`src/rtl/ascii_load_sequencer_pkg.sv`:
```
// Shared types and character constants for the ASCII load sequencer.
// States of the presenter FSM plus the control characters it filters and paces on.
package uk101_pkg;

    typedef enum logic [1:0] {IDLE, PRESENT, GAP} als_state_t;

    localparam logic [7:0] ASCII_CR  = 8'h0D;
    localparam logic [7:0] ASCII_LF  = 8'h0A;
    localparam logic [7:0] ASCII_NUL = 8'h00;

endpackage

```
`src/rtl/ascii_load_sequencer_fifo.sv`:
```
// Synchronous FIFO with first-word-fall-through dout; flush empties it, a same-cycle push lands at slot 0.
// Latency: pushed word visible on dout the cycle after the push. Backpressure: push ignored when full.
// Pop ignored when empty or flushing.
module ascii_fifo #(
    parameter int AW = 4,
    parameter int DW = 8
) (
    input  logic          clk_sys,
    input  logic          reset,
    input  logic          flush,
    input  logic          push,
    input  logic          pop,
    input  logic [DW-1:0] din,
    output logic [DW-1:0] dout,
    output logic [AW:0]   count,
    output logic          full,
    output logic          empty
);
    localparam int DEPTH = 2**AW;

    logic [DW-1:0] mem [DEPTH];
    logic [AW-1:0] wr_ptr;
    logic [AW-1:0] rd_ptr;
    logic [AW-1:0] wr_addr;
    logic          do_push;
    logic          do_pop;

    assign full    = (count == (AW+1)'(DEPTH));
    assign empty   = (count == '0);
    assign do_push = push && (flush || !full);
    assign do_pop  = pop && !flush && !empty;
    assign wr_addr = flush ? '0 : wr_ptr;
    assign dout    = mem[rd_ptr];

    always_ff @(posedge clk_sys) begin
        if (do_push) begin
            mem[wr_addr] <= din;
        end
    end

    // Pointers are AW bits wide, so they wrap modulo DEPTH for free.
    always_ff @(posedge clk_sys) begin
        if (reset) begin
            wr_ptr <= '0;
            rd_ptr <= '0;
            count  <= '0;
        end else begin
            wr_ptr <= wr_addr + AW'(do_push);
            rd_ptr <= (flush ? '0 : rd_ptr) + AW'(do_pop);
            count  <= (flush ? '0 : count) + (AW+1)'(do_push) - (AW+1)'(do_pop);
        end
    end

endmodule

```
`src/rtl/ascii_load_sequencer.sv`:
```
// Feeds a downloaded TXT file to the UK101 one paced character at a time (CR gets a long gap).
// Latency: char_valid 2 cycles after a push into an empty FIFO. Backpressure: ioctl_wait at DEPTH-2
// entries, char held until char_ready. Build option ASCII_LF_TO_CR_EN normalises CRLF/LF/CR to CR.
module ascii_load_sequencer
    import uk101_pkg::*;
#(
    parameter int FIFO_AW  = 4,
    parameter int CHAR_GAP = 50_000,
    parameter int LINE_GAP = 5_000_000
) (
    input  logic       clk_sys,
    input  logic       reset,
    input  logic       ioctl_download,
    input  logic       ioctl_wr,
    input  logic [7:0] ioctl_data,
    output logic       ioctl_wait,
    output logic       char_valid,
    output logic [7:0] char_data,
    input  logic       char_ready,
    output logic       busy,
    output logic       overflow
);
    localparam int DEPTH = 2**FIFO_AW;
    localparam int CW    = FIFO_AW + 1;
    localparam int GAP_W = $clog2(LINE_GAP + 1);

    als_state_t       state_q, state_d;
    logic [GAP_W-1:0] gap_q, gap_d;
    logic             valid_d;
    logic [7:0]       data_d;
    logic             dl_q;
    logic             dl_rise;
    logic             keep;
    logic [7:0]       wr_byte;
    logic             push;
    logic             pop;
    logic [7:0]       fifo_dout;
    logic [CW-1:0]    fifo_count;
    logic [CW-1:0]    cnt_nxt;
    logic             fifo_full;
    logic             fifo_empty;

    assign dl_rise = ioctl_download && !dl_q;

`ifdef ASCII_LF_TO_CR_EN
    logic last_cr_q;

    // A new download must not inherit the previous file's trailing CR.
    always_comb begin
        keep    = (ioctl_data != ASCII_NUL) &&
                  !((ioctl_data == ASCII_LF) && last_cr_q && !dl_rise);
        wr_byte = (ioctl_data == ASCII_LF) ? ASCII_CR : ioctl_data;
    end

    always_ff @(posedge clk_sys) begin
        if (reset) begin
            last_cr_q <= 1'b0;
        end else if (ioctl_wr && (ioctl_data != ASCII_NUL) && (dl_rise || !fifo_full)) begin
            last_cr_q <= (ioctl_data == ASCII_CR);
        end else if (dl_rise) begin
            last_cr_q <= 1'b0;
        end
    end
`else
    always_comb begin
        keep    = (ioctl_data != ASCII_NUL);
        wr_byte = ioctl_data;
    end
`endif

    assign push    = ioctl_wr && keep && (dl_rise || !fifo_full);
    assign cnt_nxt = (dl_rise ? '0 : fifo_count) + CW'(push) - CW'(pop);
    assign busy    = ioctl_download || !fifo_empty || (state_q != IDLE);

    ascii_fifo #(.AW(FIFO_AW), .DW(8)) u_fifo (
        .clk_sys (clk_sys),
        .reset   (reset),
        .flush   (dl_rise),
        .push    (push),
        .pop     (pop),
        .din     (wr_byte),
        .dout    (fifo_dout),
        .count   (fifo_count),
        .full    (fifo_full),
        .empty   (fifo_empty)
    );

    // ioctl_wait tracks the post-edge fill level so one in-flight write still fits.
    always_ff @(posedge clk_sys) begin
        if (reset) begin
            dl_q       <= 1'b0;
            ioctl_wait <= 1'b0;
            overflow   <= 1'b0;
        end else begin
            dl_q       <= ioctl_download;
            ioctl_wait <= (cnt_nxt >= CW'(DEPTH - 2));
            if (dl_rise) begin
                overflow <= 1'b0;
            end else if (ioctl_wr && keep && fifo_full) begin
                overflow <= 1'b1;
            end
        end
    end

    always_ff @(posedge clk_sys) begin
        if (reset) begin
            state_q    <= IDLE;
            gap_q      <= '0;
            char_valid <= 1'b0;
            char_data  <= 8'h00;
        end else begin
            state_q    <= state_d;
            gap_q      <= gap_d;
            char_valid <= valid_d;
            char_data  <= data_d;
        end
    end

    always_comb begin
        state_d = state_q;
        gap_d   = gap_q;
        valid_d = char_valid;
        data_d  = char_data;
        pop     = 1'b0;
        if (dl_rise) begin
            state_d = IDLE;
            gap_d   = '0;
            valid_d = 1'b0;
        end else begin
            case (state_q)
                IDLE: begin
                    if (!fifo_empty) begin
                        pop     = 1'b1;
                        data_d  = fifo_dout;
                        valid_d = 1'b1;
                        state_d = PRESENT;
                    end
                end
                PRESENT: begin
                    if (char_ready) begin
                        valid_d = 1'b0;
                        gap_d   = (char_data == ASCII_CR) ? GAP_W'(LINE_GAP) : GAP_W'(CHAR_GAP);
                        state_d = GAP;
                    end
                end
                GAP: begin
                    if (gap_q == '0) begin
                        state_d = IDLE;
                    end else begin
                        gap_d = gap_q - GAP_W'(1);
                    end
                end
                default: state_d = IDLE;
            endcase
        end
    end

endmodule

```
`config.mk`:
```
export PLATFORM = sky130hd
export DESIGN_NAME = ascii_load_sequencer
export DESIGN_NICKNAME = d
export VERILOG_FILES = /design/src/rtl/ascii_load_sequencer_pkg.sv /design/src/rtl/ascii_load_sequencer_fifo.sv /design/src/rtl/ascii_load_sequencer.sv
export SDC_FILE = /design/constraint.sdc
export NUM_CORES = 1
export LEC_CHECK = 0
export CAP_MARGIN = 40
export CORE_UTILIZATION = 30
export CTS_CLUSTER_SIZE = 12
export DETAILED_ROUTE_END_ITERATION = 16
export GPL_ROUTABILITY_DRIVEN = 0
export PLACE_DENSITY = 0.53
export SYNTH_ARGS = -nofsm -noshare
export SYNTH_HDL_FRONTEND = slang
export SYNTH_SLANG_ARGS = --single-unit
```
`constraint.sdc`:
```
create_clock -name clk_sys -period 2.71 [get_ports clk_sys]
set_input_delay 0.271 -clock clk_sys [delete_from_list [all_inputs] [get_ports clk_sys]]
set_output_delay 0.271 -clock clk_sys [all_outputs]
set_load 0.05 [all_outputs]
```
==> flow_summary.ini, run 1 <==
[power]
sw_frac_of_total_pct = 32.49
p_leak_nw = 3.133
power_density_mw_per_mm2 = 859.7
switching_power_w = 0.002530
internal_power_w = 0.005258
ir_drop_mv = 0.4953
power_frac_comb_pct = 28.1
pwr-share-seq_pct = 40.8
p_clk_share_pct = 31.1

[routing]
remaining_drc_errors = 0
ant_nets = 0
via_per_inst = 4.887
routed_wl_um = 17010
via_count = 4623
dr.pass1.iters = 4
post_drt_wl_per_cell_um = 17.98
drtIter0Drc = 290

[synthesis]
synth_area_mm2 = 0.007513
avgSynthCellArea_um2 = 13.91
synthArstFlopShare_pct = 0
ys_seq_elements = 178
syn_inst = 540
syn-num-nets = 568
synth.largest_area_cell = edfxtp_1
synthFlopType = edfxtp_1
ys_types = 55
ys_top_cells_by_area = edfxtp_1 (51%), dfxtp_1 (13%), mux4_2 (9.6%), nand2_1 (2.4%), nor2_1 (2.2%)
synth_top_area_share_pct = 51.16
yosysWarningCount = 0
synth_edf_count = 128
ys_seq_area_share_pct = 64.48

[worst_hold_path]
worstHoldPathType = flop to flop

[setup_path]
startpoint_type = flop
critPathMaxFanout = 3
worstPathArrival_ns = 2.80
cp.required_ns = 3.01
endpoint_kind = flop
worstSetupPathType = flop to flop

[timing]
hold_slack_ns = 0.4626
skew_ns = 0.01796
finalSetupViolCount = 0
maxSlewHeadroom_pct = 54.84
worst_pin_slew_ns = 0.6760
hold_viol = 0
period_needed_ns = 2.506
post-route-period-util_pct = 92.47
tns_ns = 0
setup_slack_ns = 0.2042
rsz0062_at_grt = false
final_max_slew_viol_count = 0
fmaxAchievable_mhz = 399.1

[layout]
regArea_mm2 = 0.004846
final_cell_mix = edfxtp_1 (128), nand2_1 (49), dfxtp_1 (49)
layout.cells.non_filler = 946
area_growth_syn_to_layout_pct = 20.57
multi_input_area_mm2 = 0.002507
nFillCells = 2356
fin_nets = 638
final_common_cell = edfxtp_1
fin_util_pct = 37.03
drive_above_1_share_pct = 20.58
diodes = 0

[global_routing]
grt.overflow.total = 0
grt_max_degree = 35
track_usage_pct = 13.94
grt_pass1_wl_um = 26680
grt_pass1_vias = 4570
antenna_found_initial = 0

[clock_network]
cts_tree = built
cts_buffers = 17
clkTransAtPathRegs_ns = 0.07
h-tree-depth = 4
clock-sinks = 178
worstSkewPairLatency_ns = 0.44
ctsRootBufferMaster = clkbuf_16
clockBufferDepth = 2

[die]
rows = 57
die_w_um = 160.3
io_pins = 25
die-area_mm2 = 0.02568
start_util_pct = 30.71
core_mm2 = 0.02446
dieHeight_um = 160.3

[place]
dp_worst_setup_slack_ns = -0.5279
port_buffers = 24
dp_hpwl_um = 11290
dp_cells = 913

[job]
drv_cap = 0

[status]
outcome = completed
critical path: stages, from the launching register on:
cell      delay (ns)
dfxtp_1         0.32
nor4_2          0.31
nand2b_1        0.13
nand3_2         0.11
inv_1           0.05
ha_1            0.26
inv_1           0.04
ha_1            0.20
fa_1            0.39
a21o_1          0.21
a21oi_2         0.14
xor2_1          0.14
a21oi_1         0.07
final cells by class:
class	count	share of cell area (%)
sequential	178	53.49
clock buffer	17	4.696
timing repair buffer	73	7.017
clock inverter	14	1.851
inverter	19	0.7873
multi-input combinational	321	27.68
tap	324	4.475
through the flow:
step	total power (W)	cell area, um^2
finish	0.007788	9059
CTS	0.007848	9029
floorplan	0.004727	7521
detailed placement	0.005408	8436
global route	0.008206	9059
global placement	0.005374	8436
synthesized netlist by cell type (4+ instances only):
cell / n
a211oi_1: 7
a21oi_1: 28
a22oi_1: 16
clkbuf_1: 15
dfxtp_1: 50
edfxtp_1: 128
ha_1: 13
inv_1: 18
mux4_2: 32
nand2_1: 49
nand2b_1: 6
nand3_1: 9
nand4_1: 4
nor2_1: 45
nor2b_1: 11
nor3_1: 11
nor3b_1: 4
nor4_1: 8
o21ai_0: 10
or3_1: 7
or4_1: 4
xnor2_1: 5
xor2_1: 11
layer usage:
metal	global-route usage, %	vias up	share of wire [%]
met4	3.247	0	0.40
met5	0	-	0
li1	-	2193	-
met3	3.429	4	4.3
met2	22.35	79	50
met1	18.97	2347	45
state kept, by name, indices dropped and copies added (netlist names), 2 cells and up:
| signal | cells |
|---|---|
| u_fifo.mem | 128 |
| u_fifo.wr_ptr | 4 |
| char_data | 8 |
| gap_q | 23 |
| state_q | 2 |
| u_fifo.rd_ptr | 4 |
| u_fifo.count | 5 |
power by group through the flow:
stage	clock, W	sequential [W]	combinational [W]
global placement	0	0.00323	0.00214
detailed placement	0	0.00324	0.00217
floorplan	0	0.00338	0.00134
global route	0.00259	0.00320	0.00242
CTS	0.00249	0.00318	0.00218
finish	0.00242	0.00318	0.00219
timing repair:
item	4_1_cts	5_1_grt
gates resized for setup	1	5
hold endpoints to repair	0	0
pin swaps	0	2
buffers inserted	0	2
hold buffers	0	0
setup endpoints to repair	1	3
cells by family (layout without fill, tap and decap cells):
family,count (synthesis),after routing,share of synthesized area (%)
xor+xnor,16,16,1.865
fa+ha+maj,15,15,2.698
mux,33,33,9.725
compound gates,81,81,6.978
flops,178,178,64.48
simple gates,176,176,11.86
buf+inv,41,123,2.398
final timing paths:
path	end	startpoint	slack (ns)	depth (start not counted)
max reg2reg	ioctl_wait$_SDFF_PP0_	u_fifo.count[2]$_SDFF_PP0_	0.20	12
max	ioctl_wait$_SDFF_PP0_	u_fifo.count[2]$_SDFF_PP0_	0.20	12
min reg2reg	char_valid$_SDFFE_PP0P_	char_valid$_SDFFE_PP0P_	0.46	2
min	char_valid$_SDFFE_PP0P_	char_valid$_SDFFE_PP0P_	0.46	2
(Power assumes the default switching activity.)
==> inputs of run 2 (changes only) <==
CELL_PAD_IN_SITES_DETAIL_PLACEMENT = 1   (was not set)
CELL_PAD_IN_SITES_GLOBAL_PLACEMENT = 1   (was not set)
PLACE_DENSITY = 0.58   (was 0.53)
clock period = 3.24 ns   (was 2.71 ns; I/O delays follow)
==> run 2 against run 1 <==
  * Clock power fell by 11%
  * Largest cell class unchanged
  * Critical endpoint is now busy
  * Utilization fell by 0.29 points
  * Power fell by 15%
==> flow_summary.ini, run 2 (synthesized netlist as in run 1, its figures left out) <==
[timing]
skew_ns = 0.01081
fmaxAchievable_mhz = 335.5
finalSetupViolCount = 0
hold_viol = 0
tns_ns = 0
period_needed_ns = 2.981
maxSlewHeadroom_pct = 50.62
final_max_slew_viol_count = 0
worst_pin_slew_ns = 0.7389
post-route-period-util_pct = 92.00
rsz0062_at_grt = false

[setup_path]
worstSetupPathType = flop to output pin
worstPathArrival_ns = 2.66
critPathMaxFanout = 3
endpoint_kind = output pin
rr_worst_depth = 12
reg2reg_from = u_fifo.count[0]$_SDFF_PP0_
r2r-end = ioctl_wait$_SDFF_PP0_
cp.required_ns = 2.92
startpoint_type = flop
worst-r2r-setup-slack_ns = 0.28

[global_routing]
track_usage_pct = 15.31
use_met1_pct = 18.89
grt_busiest_layer = met2
use_met2_pct = 26.38
grt_pass1_wl_um = 29040
grt_max_degree = 35
grtUsageMet3_pct = 3.662
antenna_found_initial = 0
grt_pass1_vias = 5078
grt.overflow.total = 0

[layout]
diodes = 0
area_growth_syn_to_layout_pct = 19.62
final_common_cell = edfxtp_1
largest_reg_flops = 128
final_cell_mix = edfxtp_1 (128), nand2_1 (49), dfxtp_1 (49)
nFillCells = 2549
fin_nets = 628
max_flop_register = u_fifo.mem
drive_above_1_share_pct = 18.76
reg.largest.list = u_fifo.mem x128, gap_q x23, char_data x8

[die]
die_w_um = 160.3
rows = 57
io_pins = 25
start_util_pct = 30.71
dieHeight_um = 160.3
die-area_mm2 = 0.02568
core_mm2 = 0.02446

[clock_network]
ctsRootBufferMaster = clkbuf_16
clockBufferDepth = 2
h-tree-depth = 4
ctsHoldBuffers = 0
cts_buffers = 17
clock-sinks = 178
worstSkewPairLatency_ns = 0.45
cts_tree = built
clkTransAtPathRegs_ns = 0.07
cts_setup_buffers = 0
post_cts_resized = 0

[routing]
ant_nets = 0
dr.pass1.iters = 4
via_count = 4734
remaining_drc_errors = 0
post_drt_wl_per_cell_um = 19.82
drtIter0Drc = 234
routed_wl_um = 18570
via_per_inst = 5.052

[power]
p_clk_share_pct = 32.7
p_leak_nw = 3.085
power_frac_comb_pct = 26.7
switching_power_w = 0.002163
power_density_mw_per_mm2 = 733.7
sw_frac_of_total_pct = 32.80
pwr-share-seq_pct = 40.6
ir_drop_mv = 0.3769
internal_power_w = 0.004431
p_total_w = 0.006594

[worst_hold_path]
worstHoldPathType = flop to flop
hold_start = char_valid$_SDFFE_PP0P_
holdPathStages = 2
hold_end = char_valid$_SDFFE_PP0P_

[place]
port_buffers = 24
dp_hpwl_um = 12520

[job]
drv_cap = 0

[status]
outcome = completed
run 2: cell types whose count changed in the layout (fill, tap and decap cells not counted), sizes merged:
cell,previous run,this run
clkdlybuf4s50,23,24
clkinv,10,7
buf,49,39
inv,23,24
clkinvlp,0,2
bufinv,0,1
dlymetal6s2s,1,0
run 2: worst max-delay path, cell delays in order, from the launching register on:
cell and delay, ns:
dfxtp_1 0.32, nor4_1 0.57, nand2b_1 0.17, or4_1 0.44
clkdlybuf4s50_1 0.72
run 2: area by class of cell:
type	count	area, um^2	share of cell area [%]
clock buffer	17	425.4	4.733
inverter	19	71.32	0.7935
multi-input combinational	321	2489	27.69
tap	324	405.4	4.511
clock inverter	15	205.2	2.283
timing repair buffer	63	545.5	6.070
sequential	178	4846	53.92
run 2: through the flow:
step / instances / setup slack, ns / area, um^2 / utilization, % / hold slack [ns]
6_report: 937 / 0.2590 / 8987 / 36.74 / 0.4699
5_1_grt: 937 / 0.06117 / 8987 / 36.74 / 0.5089
2_1_floorplan: 540 / 0.4271 / 7513 / - / 0.3956
3_3_place_gp: 905 / 0.1661 / 8357 / 34.16 / 0.4424
3_5_place_dp: 905 / 0.08662 / 8357 / 34.16 / 0.4622
4_1_cts: 937 / 0.2749 / 8987 / 36.74 / 0.4722
run 2: worst max path at each step:
stage | slack (ns) | start | endpoint | cells past startpoint
2_1_floorplan | 0.43 | u_fifo.count[0]$_SDFF_PP0_ | ioctl_wait$_SDFF_PP0_ | 13
3_3_place_gp | 0.17 | ioctl_data[1] | ioctl_wait$_SDFF_PP0_ | 13
3_5_place_dp | 0.09 | ioctl_data[5] | ioctl_wait$_SDFF_PP0_ | 13
4_1_cts | 0.27 | u_fifo.count[0]$_SDFF_PP0_ | busy | 4
5_1_grt | 0.06 | u_fifo.count[0]$_SDFF_PP0_ | ioctl_wait$_SDFF_PP0_ | 12
6_report | 0.26 | u_fifo.count[0]$_SDFF_PP0_ | busy | 4
run 2: per-layer routing:
metal	part of all wire (%)	up-vias
met4	1.1	0
met1	44	2470
met5	0	-
li1	-	2176
met2	51	74
met3	3.4	14
run 2: power by group through the flow:
stage	clock network (W)	logic, W	registers [W]
2_1_floorplan	0	0.00112	0.00283
3_3_place_gp	0	0.00173	0.00273
3_5_place_dp	0	0.00179	0.00273
4_1_cts	0.00221	0.00179	0.00268
5_1_grt	0.00228	0.00193	0.00270
6_report	0.00216	0.00176	0.00268
==> inputs of run 3 (changes only) <==
ABC_CLOCK_PERIOD_IN_PS = 3240   (was not set)
CTS_CLUSTER_DIAMETER = 200   (was not set)
==> results of run 3 <==
Same layout as run 2: the final DEF is identical, and so are final timing and power.
